[src/rtl/pc_cmd_decoder_pkg.sv]
// Shared encodings for the PC command decoder: mode nibbles, error-bit
// positions and the decoder FSM state type.
package pc_cmd_decoder_pkg;

    localparam logic [3:0] MODE_READ1  = 4'b0001;
    localparam logic [3:0] MODE_READ2  = 4'b0010;
    localparam logic [3:0] MODE_WRITE1 = 4'b0100;
    localparam logic [3:0] MODE_WRITE2 = 4'b1000;

    // Bit positions inside error_code = {framing, overrun, timeout, bad_mode}.
    localparam int ERR_BAD_MODE = 0;
    localparam int ERR_TIMEOUT  = 1;
    localparam int ERR_OVERRUN  = 2;
    localparam int ERR_FRAMING  = 3;

    typedef enum logic [2:0] {
        ST_IDLE    = 3'd0,
        ST_ADDR    = 3'd1,
        ST_DATA_HI = 3'd2,
        ST_DATA_LO = 3'd3,
        ST_ISSUE   = 3'd4
    } state_e;

    function automatic logic is_valid_mode(input logic [7:0] mode_byte);
        return (mode_byte[7:4] == 4'h0) &&
               ((mode_byte[3:0] == MODE_READ1)  || (mode_byte[3:0] == MODE_READ2) ||
                (mode_byte[3:0] == MODE_WRITE1) || (mode_byte[3:0] == MODE_WRITE2));
    endfunction

endpackage

[src/rtl/pc_cmd_decoder_gap.sv]
// Inter-byte gap timer: counts idle cycles since the last clear and flags the
// terminal count, holding there until cleared again.
module gap_timer #(
    parameter int TIMEOUT_CYCLES = 100000
) (
    input  logic clk,
    input  logic reset,
    input  logic clear_i,
    output logic tc_o
);

    localparam int             CW   = (TIMEOUT_CYCLES > 1) ? $clog2(TIMEOUT_CYCLES) : 1;
    localparam logic [CW-1:0]  LAST = CW'(TIMEOUT_CYCLES - 1);

    logic [CW-1:0] count_q, count_d;

    assign tc_o = (count_q == LAST);

    always_comb begin
        count_d = count_q;
        if (clear_i) begin
            count_d = '0;
        end else if (!tc_o) begin
            count_d = count_q + CW'(1);
        end
    end

    // NOTE: sequential state is only ever updated with non-blocking assignments.
    always_ff @(posedge clk) begin
        if (reset) begin
            count_q <= '0;
        end else begin
            count_q <= count_d;
        end
    end

endmodule

[src/rtl/pc_cmd_decoder.sv]
// Assembles UART bytes into I2C instructions (mode, address, optional data)
// and reports discarded bytes/packets through a one-cycle error pulse.
module pc_cmd_decoder
    import pc_cmd_decoder_pkg::*;
#(
    parameter int TIMEOUT_CYCLES = 100000
) (
    input  logic        clk,
    input  logic        reset,
    input  logic [7:0]  rx_data,
    input  logic        rx_valid,
    input  logic        rx_error,
    input  logic        i2c_ready,
    input  logic        full_i2cbuffer,
    output logic        instr_valid,
    output logic [7:0]  instr_mode,
    output logic [7:0]  instr_address,
    output logic [15:0] instr_wdata,
    output logic        cmd_error,
    output logic [3:0]  error_code
);

    state_e      state_q, state_d;
    logic        valid_q, valid_d;
    logic [3:0]  mode_q, mode_d;
    logic [7:0]  addr_q, addr_d;
    logic [15:0] wdata_q, wdata_d;
    logic [3:0]  err_q, err_d;
    logic        cmd_error_q;
    logic        in_packet;
    logic        gap_tc;

    assign in_packet = (state_q == ST_ADDR) || (state_q == ST_DATA_HI) ||
                       (state_q == ST_DATA_LO);

    gap_timer #(
        .TIMEOUT_CYCLES(TIMEOUT_CYCLES)
    ) u_gap_timer (
        .clk    (clk),
        .reset  (reset),
        .clear_i(rx_valid || !in_packet),
        .tc_o   (gap_tc)
    );

    always_comb begin
        // NOTE: every combinational output gets a default first so no latch is inferred.
        state_d = state_q;
        valid_d = valid_q;
        mode_d  = mode_q;
        addr_d  = addr_q;
        wdata_d = wdata_q;
        err_d   = '0;

        case (state_q)
            ST_IDLE: begin
                if (rx_valid) begin
                    if (rx_error) begin
                        err_d[ERR_FRAMING] = 1'b1;
                    end else if (is_valid_mode(rx_data)) begin
                        mode_d  = rx_data[3:0];
                        wdata_d = '0;
                        state_d = ST_ADDR;
                    end else begin
                        err_d[ERR_BAD_MODE] = 1'b1;
                    end
                end
            end
            ST_ADDR: begin
                if (rx_valid && !rx_error) begin
                    addr_d = rx_data;
                    if (mode_q == MODE_WRITE2) begin
                        state_d = ST_DATA_HI;
                    end else if (mode_q == MODE_WRITE1) begin
                        state_d = ST_DATA_LO;
                    end else begin
                        state_d = ST_ISSUE;
                        valid_d = 1'b1;
                    end
                end
            end
            ST_DATA_HI: begin
                if (rx_valid && !rx_error) begin
                    wdata_d[15:8] = rx_data;
                    state_d       = ST_DATA_LO;
                end
            end
            ST_DATA_LO: begin
                if (rx_valid && !rx_error) begin
                    wdata_d[7:0] = rx_data;
                    state_d      = ST_ISSUE;
                    valid_d      = 1'b1;
                end
            end
            ST_ISSUE: begin
                // Bytes arriving while an instruction is pending are dropped.
                if (rx_valid) begin
                    err_d[ERR_OVERRUN] = 1'b1;
                    err_d[ERR_FRAMING] = rx_error;
                end
                if (valid_q && i2c_ready && !full_i2cbuffer) begin
                    valid_d = 1'b0;
                    state_d = ST_IDLE;
                end
            end
            default: begin
                state_d = ST_IDLE;
                valid_d = 1'b0;
            end
        endcase

        // Mid-packet aborts override whatever the state branch decided.
        if (in_packet && rx_valid && rx_error) begin
            state_d            = ST_IDLE;
            err_d[ERR_FRAMING] = 1'b1;
        end else if (in_packet && !rx_valid && gap_tc) begin
            state_d            = ST_IDLE;
            err_d[ERR_TIMEOUT] = 1'b1;
        end
    end

    always_ff @(posedge clk) begin
        if (reset) begin
            state_q     <= ST_IDLE;
            valid_q     <= 1'b0;
            mode_q      <= '0;
            addr_q      <= '0;
            wdata_q     <= '0;
            err_q       <= '0;
            cmd_error_q <= 1'b0;
        end else begin
            state_q     <= state_d;
            valid_q     <= valid_d;
            mode_q      <= mode_d;
            addr_q      <= addr_d;
            wdata_q     <= wdata_d;
            err_q       <= err_d;
            cmd_error_q <= |err_d;
        end
    end

    assign instr_valid   = valid_q;
    assign instr_mode    = {4'b0000, mode_q};
    assign instr_address = addr_q;
    assign instr_wdata   = wdata_q;
    assign cmd_error     = cmd_error_q;
    assign error_code    = err_q;

endmodule

[config.mk]
export PLATFORM = sky130hd
export DESIGN_NAME = pc_cmd_decoder
export DESIGN_NICKNAME = d
export VERILOG_FILES = /design/src/rtl/pc_cmd_decoder_pkg.sv /design/src/rtl/pc_cmd_decoder_gap.sv /design/src/rtl/pc_cmd_decoder.sv
export SDC_FILE = /design/constraint.sdc
export NUM_CORES = 1
export LEC_CHECK = 0
export ABC_AREA = 1
export CORE_MARGIN = 3
export CORE_UTILIZATION = 55
export DETAILED_ROUTE_END_ITERATION = 7
export PLACE_DENSITY = 0.9
export SYNTH_ARGS = -nofsm -noshare
export SYNTH_HDL_FRONTEND = slang
export SYNTH_SLANG_ARGS = --single-unit
[constraint.sdc]
create_clock -name clk -period 4.2 [get_ports clk]
set_input_delay 0.84 -clock clk [delete_from_list [all_inputs] [get_ports clk]]
set_output_delay 0.84 -clock clk [all_outputs]
set_load 0.01 [all_outputs]
==> run summary <==
status -> finished, final reports clean
count of final hold-check violations -> 0
Initial Util -> 0.576
Leak -> 0.00112 uW
aggregate routed wire length -> 5990 um
Fin Setup TNS -> 0 ns
Die Wd -> 73.8 um
synthesized area -> 2520 um2
CP top delay family -> simple AND/OR/NAND/NOR gates
Finished Cell Area -> 3140 um2
die area -> 5440 um2
clock slew at reported path FFs -> 0.09 ns
#FFs+latches synth -> 54
Slowest-stage cell, CP -> clkdlybuf4s50_1
RSZ-0062 raised after global routing -> false
share of cells above drive strength 1 -> 0.107
hpwl dp -> 4600 um
CP Cell Sequence -> clkdlybuf4s50_1 > inv_2 > nor2_2 > inv_2 > nor2_1 > nand3_2 > o21ai_1 > a21oi_1
Sink Count -> 54
GRT Resource Usage Total -> 0.236
final setup violation count -> 0
Peak supply drop -> 0.285 mV
fillers -> 323
CP bufs+invs -> 3
first-pass GRT wire length -> 10100 um
CP max FO -> 13
drt pass-1 iters -> 4
drt initial violations -> 244
Setup Fix Bufs, Post-CTS -> 0
Slew @ Worst Pin -> 0.837 ns
Syn-to-layout area delta -> 24.4%
row cnt -> 24
initial antenna violation count -> 0
# H-tree levels -> 2
Worst path max stage delay -> 0.51 ns
Slew Viols, Final -> 0
routed vias -> 2454
Register Area -> 1080 um2
CORE AREA -> 4380 um2
post-CTS sizing -> 0
final worst path period share -> 0.575
synth unique cells -> 33
most used cell, CP -> inv_2
placed inst area -> 3000 um2
register area share after synthesis -> 0.428
n_diodes -> 0
TritonCTS clock tree -> done
area occupied by multi-input gates -> 1220 um2
kind of critical path -> in2reg
vias in the first global route -> 2297
Slew headroom -> 0.441
final worst clock skew -> 0.00342 ns
port bufs -> 47
GP Congestion -> 0.860
# hold bufs at CTS -> 0
CTS Buf Count -> 5
power per cell area -> 313 nW/um2
cell count after synthesis -> 346
Die Y -> 73.8 um
worst hold path class -> reg2reg
CTS root buffer -> clkbuf_8
CTS max path bufs -> 2
fmax -> 414 MHz
grt total ovfl -> 0
Clock Latency Late Sink -> 0.30 ns
final core occ -> 0.716
Ports -> 52
max-cap viol count -> 0
Syn Area/Cell -> 7.30 um2
mean routed wirelength per cell -> 13.4 um
largest net degree at the start of global routing -> 23
Yosys warning count -> 0
Startpoint Class -> primary input
DRC Markers -> 0
endpoint class of the critical path -> flop
Critical Path RT -> 4.40 ns
antenna-violating nets left -> 0
CP Data Arrival Time -> 2.62 ns
Vias/cell -> 5.50
net count reported at finish -> 408
post-route minimum period -> 2.42 ns
## registers in the layout, summed over array words and instances, names as in the netlist
name and flops:
cmd_error 1, error_code 4, instr_wdata 16, instr_address 8, u_gap_timer.count_q 17, instr_valid 1, state_q 3, mode_q 4
## Yosys cell counts
cell / n / area [um2]
ha_1: 1 / 12.5
inv_2: 14 / 52.6
a21oi_1: 41 / 205
nand2_2: 3 / 18.8
nand3_1: 11 / 55.1
nand4_1: 17 / 106
xor2_1: 2 / 17.5
buf_2: 2 / 10.0
dfxtp_1: 54 / 1080
o21ai_0: 18 / 90.1
nor4_1: 1 / 6.26
nand2_8: 1 / 20.0
buf_4: 4 / 30.0
nor3_1: 5 / 25.0
nor3_2: 1 / 10.0
nand3_2: 3 / 30.0
buf_1: 1 / 3.75
nor2_2: 5 / 31.3
conb_1: 1 / 3.75
a31oi_1: 2 / 12.5
o21ai_1: 7 / 35.0
nand3_4: 1 / 17.5
buf_8: 1 / 15.0
nor3b_1: 1 / 7.51
nor2_1: 38 / 143
clkbuf_1: 1 / 3.75
inv_1: 29 / 109
or2_0: 2 / 12.5
nor2_4: 4 / 45.0
nand3b_1: 3 / 22.5
nand2_4: 2 / 22.5
nand2_1: 69 / 259
buf_6: 1 / 11.3
## logic make-up (layout without fill, tap and decap cells)
kind of cell               Yosys count  count (layout)  synth area share
and+or+nand+nor                    167             167             0.330
DFF                                 54              54             0.428
xor gates and xnor gates             2               2           0.00694
AOI/OAI and AO/OA                   68              68             0.136
adders and majority gates            1               1           0.00495
other                                1               4           0.00149
buffers and inverters               53              98            0.0932
## layout by cell type (no fill, tap or decap), types with 11 or more instances in the layout
| cell type | count |
|---|---|
| nand3_1 | 11 |
| dfxtp_1 | 54 |
| inv_1 | 29 |
| nor2_1 | 38 |
| nand4_1 | 17 |
| a21oi_1 | 41 |
| o21ai_0 | 18 |
| inv_2 | 14 |
| nand2_1 | 69 |
| clkdlybuf4s50_1 | 47 |
## cell type report
class / instances / area share
clock buffer: 6 / 0.0263
clock inverter: 2 / 0.0191
inverter: 43 / 0.0514
multi-input combinational: 242 / 0.388
sequential: 54 / 0.344
tap: 52 / 0.0207
timing repair buffer: 47 / 0.150
## metal layers
layer / wire length, um / vias to the layer above / global-route usage
met4: 178 / 0 / 0.0986
met5: 0 / - / 0
met2: 2840 / 98 / 0.378
li1: - / 1214 / -
met1: 2560 / 1119 / 0.302
met3: 415 / 23 / 0.0575
## where the power goes
| part | switching, uW | internal (uW) | total, uW |
|---|---|---|---|
| clock network | 164 | 254 | 418 |
| registers | 0.842 | 513 | 514 |
| logic | 31.0 | 20.7 | 51.6 |
## through the flow
step	setup WS (ns)	power, uW	hold slack (ns)	cells
after CTS	1.82	988	0.472	446
after detailed placement	1.51	577	0.456	438
after global routing	1.65	1010	0.486	446
after global placement	1.59	576	0.448	438
final	1.78	984	0.472	446
after floorplan	2.52	555	0.460	349
## worst paths after layout
kind / slack (ns) / endpoint / cells past startpoint / from
worst max-delay path: 1.78 / mode_q[1]$_SDFFE_PP0P_ / 8 / rx_valid
worst min-delay path: 0.47 / instr_wdata[15]$_SDFFE_PP0P_ / 2 / instr_wdata[15]$_SDFFE_PP0P_
worst max register to register: 2.62 / state_q[2]$_SDFFE_PP0P_ / 6 / u_gap_timer.count_q[0]$_SDFFE_PP0P_
worst min register to register: 0.47 / instr_wdata[15]$_SDFFE_PP0P_ / 2 / instr_wdata[15]$_SDFFE_PP0P_
## worst reg2reg max path, delay by kind of cell (launching register included)
kind | cells | cell delay [ns]
flops | 1 | 0.40
simple gates | 3 | 0.53
fa+ha+maj | 1 | 0.18
compound gates | 2 | 0.37
(Power assumes the default switching activity.)
